### config.mk
export PLATFORM = sky130hd
export DESIGN_NAME = storage_access_arbiter
export DESIGN_NICKNAME = d
export VERILOG_FILES = /design/src/rtl/storage_access_arbiter_pkg.sv /design/src/rtl/storage_access_arbiter_rr_pick3.sv /design/src/rtl/storage_access_arbiter.sv
export SDC_FILE = /design/constraint.sdc
export NUM_CORES = 1
export LEC_CHECK = 0
export BUFFER_PORTS_ARGS = -buffer_cell sky130_fd_sc_hd__buf_2
export CAP_MARGIN = 20
export CORE_MARGIN = 2
export CORE_UTILIZATION = 26
export CTS_CLUSTER_DIAMETER = 40
export DETAILED_ROUTE_END_ITERATION = 10
export GPL_ROUTABILITY_DRIVEN = 0
export GPL_TIMING_DRIVEN = 1
export PLACE_DENSITY = 0.65
export SLEW_MARGIN = 20
export SYNTH_ARGS = -nofsm -noshare
export SYNTH_HDL_FRONTEND = slang
export SYNTH_SLANG_ARGS = --single-unit
### constraint.sdc
create_clock -name clk -period 5.98 [get_ports clk]
set_clock_uncertainty 0.15 [all_clocks]
set_input_delay 0.598 -clock clk [delete_from_list [all_inputs] [get_ports clk]]
set_output_delay 0.598 -clock clk [all_outputs]
set_load 0.03 [all_outputs]
### src/rtl/storage_access_arbiter_pkg.sv
// -----------------------------------------------------------------------------
// storage_access_arbiter_pkg
// Shared definitions for the matrix-storage arbiter:
//   - top-level FSM state codes (must match the top FSM encoding)
//   - requester indices (IN, CALC, DISP) used for req/gnt/rvalid bit positions
//   - arbiter FSM state encoding
//   - helpers: eligibility mask per top-FSM state, owner one-hot per arbiter state
// -----------------------------------------------------------------------------
package storage_access_arbiter_pkg;

   // Top FSM state codes, shared with the top-level controller
   localparam logic [3:0] S_INPUT      = 4'd1;
   localparam logic [3:0] S_DISPLAY    = 4'd3;
   localparam logic [3:0] S_CALCULATE  = 4'd7;
   localparam logic [3:0] S_RESULT_OUT = 4'd8;

   // Requester indices into req/gnt/rvalid vectors
   localparam int unsigned IN    = 0;
   localparam int unsigned CALC  = 1;
   localparam int unsigned DISP  = 2;
   localparam int unsigned N_REQ = 3;

   // Burst counter width; holds MAX_BURST up to 255
   localparam int unsigned CNT_W = 8;

   // Owner states are encoded as requester index + 1
   typedef enum logic [1:0] {
      S_IDLE     = 2'd0,
      S_OWN_IN   = 2'd1,
      S_OWN_CALC = 2'd2,
      S_OWN_DISP = 2'd3
   } arb_state_e;

   // Which requesters may touch storage in a given top-FSM state
   function automatic logic [N_REQ-1:0] elig_mask(input logic [3:0] fsm_state);
      logic [N_REQ-1:0] m;
      m = '0;
      case (fsm_state)
         S_INPUT: begin
            m[IN]   = 1'b1;
            m[DISP] = 1'b1;
         end
         S_CALCULATE: begin
            m[CALC] = 1'b1;
            m[DISP] = 1'b1;
         end
         S_DISPLAY, S_RESULT_OUT: m[DISP] = 1'b1;
         default: m = '0;
      endcase
      return m;
   endfunction

   // One-hot of the requester owning storage in arbiter state s (0 when idle)
   function automatic logic [N_REQ-1:0] owner_onehot(input arb_state_e s);
      logic [N_REQ-1:0] oh;
      case (s)
         S_OWN_IN:   oh = 3'b001;
         S_OWN_CALC: oh = 3'b010;
         S_OWN_DISP: oh = 3'b100;
         default:    oh = 3'b000;
      endcase
      return oh;
   endfunction

endpackage

### src/rtl/storage_access_arbiter_rr_pick3.sv
// -----------------------------------------------------------------------------
// rr_pick3
// Combinational 3-way round-robin picker. Returns the first requester that is
// both requesting and eligible, searching from i_ptr upward with wrap-around
// (0 -> 1 -> 2 -> 0).
// Ports:
//   i_req  [2:0]  request vector
//   i_elig [2:0]  eligibility mask
//   i_ptr  [1:0]  highest-priority index this cycle (0..2)
//   o_win  [2:0]  one-hot winner, all zero when no candidate
// -----------------------------------------------------------------------------
module rr_pick3
   import storage_access_arbiter_pkg::*;
(
   input  logic [N_REQ-1:0] i_req,
   input  logic [N_REQ-1:0] i_elig,
   input  logic [1:0]       i_ptr,
   output logic [N_REQ-1:0] o_win
);

   logic [N_REQ-1:0] w_cand;

   assign w_cand = i_req & i_elig;

   always_comb begin
      // NOTE: default assigned before the case so every path drives o_win (no latch).
      o_win = '0;
      case (i_ptr)
         2'd1: begin
            if      (w_cand[1]) o_win = 3'b010;
            else if (w_cand[2]) o_win = 3'b100;
            else if (w_cand[0]) o_win = 3'b001;
         end
         2'd2: begin
            if      (w_cand[2]) o_win = 3'b100;
            else if (w_cand[0]) o_win = 3'b001;
            else if (w_cand[1]) o_win = 3'b010;
         end
         // Pointer value 3 is never produced; treat it like 0
         default: begin
            if      (w_cand[0]) o_win = 3'b001;
            else if (w_cand[1]) o_win = 3'b010;
            else if (w_cand[2]) o_win = 3'b100;
         end
      endcase
   end

endmodule

### src/rtl/storage_access_arbiter.sv
// -----------------------------------------------------------------------------
// storage_access_arbiter
// Shares the single-port matrix storage between Input (write), Calculator
// (read/write) and Display (read-only) using req/gnt handshakes, eligibility
// masks derived from the top FSM state, round-robin fairness with a burst
// limit, and per-requester read-valid tagging for the 1-cycle storage read.
// Ports:
//   clk, rst_n                        clock, async active-low reset
//   w_state[3:0]                      top FSM state code
//   w_<in|calc|disp>_req              request, held for the whole burst
//   w_<in|calc|disp>_addr[ADDR_W]     access address
//   w_<in|calc>_data[DATA_W], _we     write data / write enable
//   w_<in|calc|disp>_gnt              registered grant
//   w_<in|calc|disp>_rvalid           read data valid for that requester
//   w_rdata[DATA_W]                   shared read data (storage passthrough)
//   w_storage_addr/_data/_we          to storage (all 0 outside access cycles)
//   w_storage_rdata[DATA_W]           from storage, valid 1 cycle after address
// -----------------------------------------------------------------------------
module storage_access_arbiter
   import storage_access_arbiter_pkg::*;
#(
   parameter int unsigned ADDR_W    = 8,
   parameter int unsigned DATA_W    = 32,
   parameter int unsigned MAX_BURST = 16
)(
   input  logic              clk,
   input  logic              rst_n,
   input  logic [3:0]        w_state,
   input  logic              w_in_req,
   input  logic              w_calc_req,
   input  logic              w_disp_req,
   input  logic [ADDR_W-1:0] w_in_addr,
   input  logic [ADDR_W-1:0] w_calc_addr,
   input  logic [ADDR_W-1:0] w_disp_addr,
   input  logic [DATA_W-1:0] w_in_data,
   input  logic [DATA_W-1:0] w_calc_data,
   input  logic              w_in_we,
   input  logic              w_calc_we,
   output logic              w_in_gnt,
   output logic              w_calc_gnt,
   output logic              w_disp_gnt,
   output logic              w_in_rvalid,
   output logic              w_calc_rvalid,
   output logic              w_disp_rvalid,
   output logic [DATA_W-1:0] w_rdata,
   output logic [ADDR_W-1:0] w_storage_addr,
   output logic [DATA_W-1:0] w_storage_data,
   output logic              w_storage_we,
   input  logic [DATA_W-1:0] w_storage_rdata
);

   localparam logic [CNT_W-1:0] BURST_LIM = CNT_W'(MAX_BURST);
   localparam logic [CNT_W-1:0] CNT_ONE   = CNT_W'(1);

   arb_state_e        r_arb, w_arb_nxt;
   logic [1:0]        r_ptr, w_ptr_nxt;
   logic [CNT_W-1:0]  r_cnt, w_cnt_nxt, w_cnt_inc;
   logic [N_REQ-1:0]  r_gnt, r_rvalid, w_rvalid_nxt;
   logic [N_REQ-1:0]  w_req, w_elig, w_win, w_own_oh;

   logic              w_own_req;
   logic [ADDR_W-1:0] w_own_addr;
   logic [DATA_W-1:0] w_own_data;
   logic              w_own_we;
   logic              w_access;
   logic              w_waiter;

   assign w_req    = {w_disp_req, w_calc_req, w_in_req};
   assign w_elig   = elig_mask(w_state);
   assign w_own_oh = owner_onehot(r_arb);

   rr_pick3 u_pick (
      .i_req  (w_req),
      .i_elig (w_elig),
      .i_ptr  (r_ptr),
      .o_win  (w_win)
   );

   // Current owner's request and access fields; display is always a read
   always_comb begin
      w_own_req  = 1'b0;
      w_own_addr = '0;
      w_own_data = '0;
      w_own_we   = 1'b0;
      case (r_arb)
         S_OWN_IN: begin
            w_own_req  = w_in_req;
            w_own_addr = w_in_addr;
            w_own_data = w_in_data;
            w_own_we   = w_in_we;
         end
         S_OWN_CALC: begin
            w_own_req  = w_calc_req;
            w_own_addr = w_calc_addr;
            w_own_data = w_calc_data;
            w_own_we   = w_calc_we;
         end
         S_OWN_DISP: begin
            w_own_req  = w_disp_req;
            w_own_addr = w_disp_addr;
         end
         default: ;
      endcase
   end

   // An access needs an owner that still requests and is still eligible;
   // losing eligibility gates the storage outputs in the very same cycle.
   assign w_access = w_own_req && ((w_own_oh & w_elig) != '0);
   assign w_waiter = (w_req & w_elig & ~w_own_oh) != '0;
   assign w_cnt_inc = (r_cnt == BURST_LIM) ? r_cnt : r_cnt + CNT_ONE;

   assign w_storage_addr = w_access ? w_own_addr : '0;
   assign w_storage_data = w_access ? w_own_data : '0;
   assign w_storage_we   = w_access & w_own_we;

   // Next-state logic
   always_comb begin
      w_arb_nxt    = r_arb;
      w_ptr_nxt    = r_ptr;
      w_cnt_nxt    = r_cnt;
      w_rvalid_nxt = '0;
      if (r_arb == S_IDLE) begin
         if (w_win != '0) begin
            w_cnt_nxt = '0;
            case (w_win)
               3'b001: begin
                  w_arb_nxt = S_OWN_IN;
                  w_ptr_nxt = 2'(CALC);
               end
               3'b010: begin
                  w_arb_nxt = S_OWN_CALC;
                  w_ptr_nxt = 2'(DISP);
               end
               default: begin
                  w_arb_nxt = S_OWN_DISP;
                  w_ptr_nxt = 2'(IN);
               end
            endcase
         end
      end else if (!w_access) begin
         // Release (req low) or revoke (owner no longer eligible)
         w_arb_nxt = S_IDLE;
      end else begin
         w_cnt_nxt = w_cnt_inc;
         if (!w_own_we) w_rvalid_nxt = w_own_oh;
         // Hand over once the burst quota is used and someone is waiting;
         // the pointer already points past the owner, so the waiter wins.
         if ((w_cnt_inc == BURST_LIM) && w_waiter) w_arb_nxt = S_IDLE;
      end
   end

   always_ff @(posedge clk or negedge rst_n) begin
      if (!rst_n) begin
         r_arb    <= S_IDLE;
         r_ptr    <= 2'(IN);
         r_cnt    <= '0;
         r_gnt    <= '0;
         r_rvalid <= '0;
      end else begin
         // NOTE: non-blocking so every flop updates from pre-edge values.
         r_arb    <= w_arb_nxt;
         r_ptr    <= w_ptr_nxt;
         r_cnt    <= w_cnt_nxt;
         r_gnt    <= owner_onehot(w_arb_nxt);
         r_rvalid <= w_rvalid_nxt;
      end
   end

   assign w_in_gnt      = r_gnt[IN];
   assign w_calc_gnt    = r_gnt[CALC];
   assign w_disp_gnt    = r_gnt[DISP];
   assign w_in_rvalid   = r_rvalid[IN];
   assign w_calc_rvalid = r_rvalid[CALC];
   assign w_disp_rvalid = r_rvalid[DISP];
   assign w_rdata       = w_storage_rdata;

endmodule

==> flow_summary_export.csv, run 1 <==
group,metric,value,unit
clock_tree,numCtsBuffers,3,
sta,finalWorstSetupSlack,1.523,ns
sta,finalHoldViolCount,0,
critical_path,crit_path_end_kind,"output port",
die,die_w,96.84,µm
logic_synthesis,synth_area,2241,µm²
power,p_per_area,237.9,nW/µm²
clock_tree,cts_tree,"yes",
die,fp.dieArea,9377,µm²
logic_synthesis,yosys.area.top_type_share,20.10,%
routing,antenna_left,0,
power,leakagePower,1.417,nW
routing,drt-total-wl,8.261,mm
place,port_buffers,145,
clock_tree,cts_max_path_buffers,2,
logic_synthesis,synth_compound_area_share,31.83,%
logic_synthesis,synth_top_area_cell,"dfrtp_1",
layout,layout_commonest_cell,"buf_2",
logic_synthesis,synthesis.nets,435,
logic_synthesis,yosys.area_share.xor_xnor,0.3908,%
place,dp_cells,492,
layout,area_growth,26.69,%
logic_synthesis,synthMuxAreaShare,0,%
clock_tree,h-tree-depth,1,
sta,slew_headroom,38.90,%
sta,finalSetupViolations,0,
global_route,grt_pass1_vias,2527,
logic_synthesis,synth_area_leaders,"dfrtp_1, a22oi_1, buf_4, nor2_1, ha_1",
routing,drtIter0Drc,129,
logic_synthesis,avgSynthCellArea,7.648,µm²
logic_synthesis,synth_fa_ha_area_share,6.142,%
logic_synthesis,yosysWarningCount,0,
routing,routed_via_density,5.290,
layout,seq_area,450.4,µm²
routing,drc,0,
clock_tree,clkSinkCount,18,
power,ir_worst_vdd,0.08857,mV
die,ioPinCount,210,
sta,fin_crit,4.457,ns
clock_tree,cts_hold_buf,0,
logic_synthesis,synth-edff-count,0,
logic_synthesis,synthSimpleGateAreaFrac,24.57,%
routing,via_count,2624,
routing,first_pass_iters,6,
global_route,top_usage_layer,"met2",
outcome,status,"finished clean",
critical_path,cp-start-kind,"flop",
critical_path,cp.arrival,3.71,ns
place,pre_cts_slack,1.468,ns
clock_tree,clock_latency,0.26,ns
sta,period_share,74.53,%
sta,rsz0062_at_grt,"no",
critical_path,crit_type,"reg -> out",
die,rows,33,
layout,mostFrequentLayoutCells,"buf_2, nor2_1, a22oi_1, dfrtp_1, inv_1",
global_route,grt-ovfl-total,0,
global_route,grtUsageTotal,16.75,%
global_route,antenna_found_initial,0,
clock_tree,root_buffer,"clkbuf_8",
routing,post_drt_wl_per_cell,16.66,µm
clock_tree,cts.reportedPaths.clkPinSlew,0.07,ns
sta,fmax,224.4,MHz
power,total_power,0.6754,mW
logic_synthesis,ys_types,56,
logic_synthesis,synth_top_family_by_area,"compound AO/OA/AOI/OAI gates",
critical_path,worst-path-max-fanout,32,
run,maxCapViolations,0,
min_path,min_path_type,"in -> async",
die,core_area,8299,µm²
layout,diodes,0,
layout,final_cell_count_no_fill,496,
global_route,grt_max_degree,43,
logic_synthesis,ys_dominant_reg_cell,"dfrtp_1",
logic_synthesis,synth-async-reset-ratio,100.0,%
logic_synthesis,ys_seq_elements,18,
place,dp_hpwl,6.866,mm
place,placed_area,2781,µm²
clock_tree,cts_resized,0,
layout,drive_gt1_share,41.94,%
sta,final-max-slew-violation-count,0,
critical_path,crit_required,5.23,ns
logic_synthesis,yosysSeqAreaShare,20.10,%
sta,setup-tns-final,0,ns
logic_synthesis,netlist_instances,293,
die,die_y,96.84,µm
global_route,grt_pass1_wl,12.79,mm
die,initial_utilization,27.00,%
layout,design_area,2839,µm²
layout,multi_input_area,1413,µm²
global_route,grtUsageMet1,18.37,%
global_route,grt_use_met3,9.971,%
sta,worst_pin_slew,0.9125,ns
layout,fill_cells,854,
global_route,grt_util_met2,27.24,%
layout,nets,534,
clock_tree,post_cts_buffers,0,
==> area by class of cell <==
cell class,instances,share of cell area (%)
multi-input combinational,209,49.76
timing repair buffer,147,26.09
clock buffer,4,1.939
sequential,18,15.87
inverter,13,1.719
tap,105,4.628
==> where the power goes <==
part	total, mW	internal [mW]	switching [mW]
registers	0.154	0.138	0.0159
clock network	0.101	0.0585	0.0423
logic	0.421	0.172	0.249
==> flip-flops by register name, summed over array words and instances, names as in the netlist <==
name / cells
r_arb: 2
r_gnt: 3
r_rvalid: 3
r_ptr: 2
r_cnt: 8
==> routing by layer <==
| layer | vias to the layer above | routed length [µm] |
|---|---|---|
| met3 | 17 | 1217 |
| met2 | 128 | 3851 |
| met5 | - | 0 |
| li1 | 1251 | - |
| met4 | 0 | 140 |
| met1 | 1228 | 3052 |
==> per-stage QoR <==
step / hold slack, ns / utilization [%]
finish: 0.1233 / 34.21
CTS: 0.1355 / 34.18
global route: 0.1626 / 34.21
detailed placement: 0.3709 / 33.51
floorplan: 0.1524 / -
global placement: 0.3528 / 33.51
==> logic make-up (layout without fill, tap and decap cells) <==
| logic type | after synthesis | after routing |
|---|---|---|
| buffers and inverters | 66 | 164 |
| AND/OR/NAND/NOR | 107 | 107 |
| adder cells (fa/ha/maj) | 11 | 11 |
| AO/OA/AOI/OAI | 90 | 90 |
| XOR/XNOR | 1 | 1 |
| flip-flops | 18 | 18 |
==> final timing paths <==
check,startpoint,endpoint,slack (ns),depth (start not counted)
worst max-delay path,r_arb[0]$_DFF_PN0_,w_storage_data[10],1.52,9
worst min-delay path,rst_n,r_gnt[1]$_DFF_PN0_,0.12,1
worst max register to register,r_arb[0]$_DFF_PN0_,r_cnt[5]$_DFFE_PN0P_,2.60,8
worst min register to register,r_cnt[6]$_DFFE_PN0P_,r_cnt[6]$_DFFE_PN0P_,0.39,1
max in group asynchronous,rst_n,r_cnt[7]$_DFFE_PN0P_,5.26,1
min in group clk,r_cnt[6]$_DFFE_PN0P_,r_cnt[6]$_DFFE_PN0P_,0.39,1
==> synth_stat cells (3+ instances only) <==
cell type,n
buf_2,7
nor3_1,4
nand2b_1,3
ha_1,11
a21oi_1,4
a31oi_1,4
nor2b_1,4
buf_4,33
o211ai_1,3
clkbuf_1,13
nand3_1,8
a22o_1,6
a22oi_1,33
inv_1,13
nor2_1,50
and3_1,5
and2_1,6
nand3b_1,3
a222oi_1,8
o21ai_0,11
dfrtp_1,18
nand2_1,6
nand4_1,3
==> critical path: stages, from the launching register on <==
cell and delay (ns):
dfrtp_1 0.48, inv_1 0.14, ha_1 0.50, and3_2 0.35, o211a_1 0.24, o211ai_1 0.73, inv_1 0.19, nand2_2 0.50
nor2_1 0.12, buf_2 0.20
No activity file was read; power rests on OpenSTA's default activity.
==> run 2, diff against run 1 <==
Settings changed: PLACE_DENSITY 0.65 to 0.67.
Clock period 5.98 ns to 3.99 ns, I/O delays scaled along.
==> flow_summary_export.csv, run 2 (synthesis gave the netlist of run 1 again) <==
group,metric,value,unit
outcome,status,"finished clean",
die,fp.dieArea,9377,µm²
global_route,grt-ovfl-total,0,
layout,nets,537,
clock_tree,cts.reportedPaths.clkPinSlew,0.07,ns
layout,mostFrequentLayoutCells,"buf_2, nor2_1, a22oi_1, dfrtp_1, inv_1",
sta,fmax,300.2,MHz
sta,final-max-slew-violation-count,0,
run,maxCapViolations,0,
place,port_buffers,145,
clock_tree,root_buffer,"clkbuf_8",
sta,worst_pin_slew,0.4876,ns
clock_tree,numCtsBuffers,3,
sta,finalSetupViolations,0,
critical_path,crit_path_end_kind,"output port",
critical_path,r2r-start,"r_arb[0]$_DFF_PN0_",
critical_path,crit_type,"reg -> out",
clock_tree,cts_tree,"yes",
sta,period_share,83.50,%
layout,layout_commonest_cell,"buf_2",
routing,drtIter0Drc,213,
clock_tree,h-tree-depth,1,
clock_tree,post_cts_buffers,0,
critical_path,r2r_slack,1.31,ns
die,core_area,8299,µm²
sta,fin_crit,3.331,ns
place,pre_cts_slack,0.9421,ns
sta,finalHoldViolCount,0,
routing,post_drt_wl_per_cell,16.38,µm
routing,antenna_left,0,
clock_tree,clkSinkCount,18,
die,die_y,96.84,µm
die,rows,33,
power,leakagePower,1.429,nW
critical_path,cp-start-kind,"flop",
global_route,top_usage_layer,"met2",
sta,rsz0062_at_grt,"no",
sta,finalWorstSetupSlack,0.6585,ns
layout,largest_reg_flops,8,
die,die_w,96.84,µm
global_route,grt_util_met2,26.12,%
clock_tree,clock_latency,0.26,ns
global_route,grt_pass1_wl,12.64,mm
layout,reg_top3,"r_cnt x8, r_gnt x3, r_rvalid x3",
layout,seq_area,450.4,µm²
sta,slew_headroom,67.49,%
die,ioPinCount,210,
clock_tree,cts_resized,0,
power,ir_worst_vdd,0.1477,mV
power,p_per_area,350.4,nW/µm²
global_route,grt_use_met3,10.19,%
critical_path,worst-path-max-fanout,32,
place,dp_hpwl,6.722,mm
layout,fill_cells,862,
critical_path,crit_required,3.44,ns
critical_path,critPathLaunch,"r_arb[0]$_DFF_PN0_",
global_route,antenna_found_initial,0,
global_route,grtUsageTotal,16.39,%
critical_path,cp.arrival,2.78,ns
routing,drc,0,
clock_tree,cts_hold_buf,1,
layout,multi_input_area,1410,µm²
critical_path,crit_end,"w_storage_data[10]",
critical_path,r2r-end,"r_gnt[1]$_DFF_PN0_",
layout,drive_gt1_share,41.88,%
clock_tree,cts_max_path_buffers,2,
sta,setup-tns-final,0,ns
global_route,grtUsageMet1,18.90,%
die,initial_utilization,27.00,%
routing,routed_via_density,5.120,
routing,drt-total-wl,8.176,mm
routing,via_count,2555,
global_route,grt_max_degree,43,
routing,first_pass_iters,8,
layout,diodes,0,
min_path,min_path_type,"reg -> reg",
critical_path,reg2regPathDepth,8,
layout,largest-register,"r_cnt",
layout,area_growth,27.69,%
global_route,grt_pass1_vias,2410,
==> run 2: changes by cell type in the layout (fill, tap and decap cells not counted) <==
cell,delta
nand2_2,-1
dlygate4sd3_1,+1
nand2_1,+1
buf_4,+2
==> run 2: critical path: stages (launching register included) <==
cell and delay (ns):
dfrtp_1 0.49, inv_1 0.14, ha_1 0.26, and3_2 0.22, o211a_1 0.24, o211ai_1 0.17
buf_4 0.22, inv_1 0.08, nand2_1 0.07, buf_4 0.32, nor2_1 0.10, buf_2 0.19
==> run 2: worst min-delay path by stage <==
stage / from / endpoint / slack [ns] / cells after the start
after floorplan: rst_n / r_arb[0]$_DFF_PN0_ / -0.05 / 0
after global placement: rst_n / r_rvalid[2]$_DFF_PN0_ / 0.21 / 1
after detailed placement: rst_n / r_cnt[7]$_DFFE_PN0P_ / 0.21 / 1
after CTS: r_ptr[0]$_DFFE_PN0P_ / r_ptr[0]$_DFFE_PN0P_ / 0.40 / 1
after global routing: r_ptr[0]$_DFFE_PN0P_ / r_ptr[0]$_DFFE_PN0P_ / 0.42 / 1
final: r_ptr[0]$_DFFE_PN0P_ / r_ptr[0]$_DFFE_PN0P_ / 0.39 / 1
==> run 2: report_power, final <==
part | internal, mW | switching, mW
logic | 0.257 | 0.364
clock network | 0.0878 | 0.0634
registers | 0.206 | 0.0243
==> run 2: per-stage QoR <==
step,util [%],instances,cell area [µm²],power (mW),hold slack [ns]
2_1_floorplan,-,293,2241,0.7454,-0.04659
3_3_place_gp,33.70,494,2796,0.8368,0.2055
3_5_place_dp,33.70,494,2796,0.8485,0.2095
4_1_cts,34.48,499,2861,1.004,0.3962
5_1_grt,34.48,499,2861,1.100,0.4227
6_report,34.48,499,2861,1.003,0.3906
==> run 2: routing by layer <==
layer  vias to the layer above  part of all wire [%]
met5                         -                     0
met3                         8                    15
li1                       1254                     -
met2                       113                    45
met1                      1180                    38
met4                         0                  0.78
==> run 2: layout make-up <==
class / instances / area share [%]
repair buffers: 150 / 26.76
clock buffers: 4 / 1.924
multi-input cells: 209 / 49.28
flip-flops and latches: 18 / 15.74
well taps: 105 / 4.591
inverters: 13 / 1.705
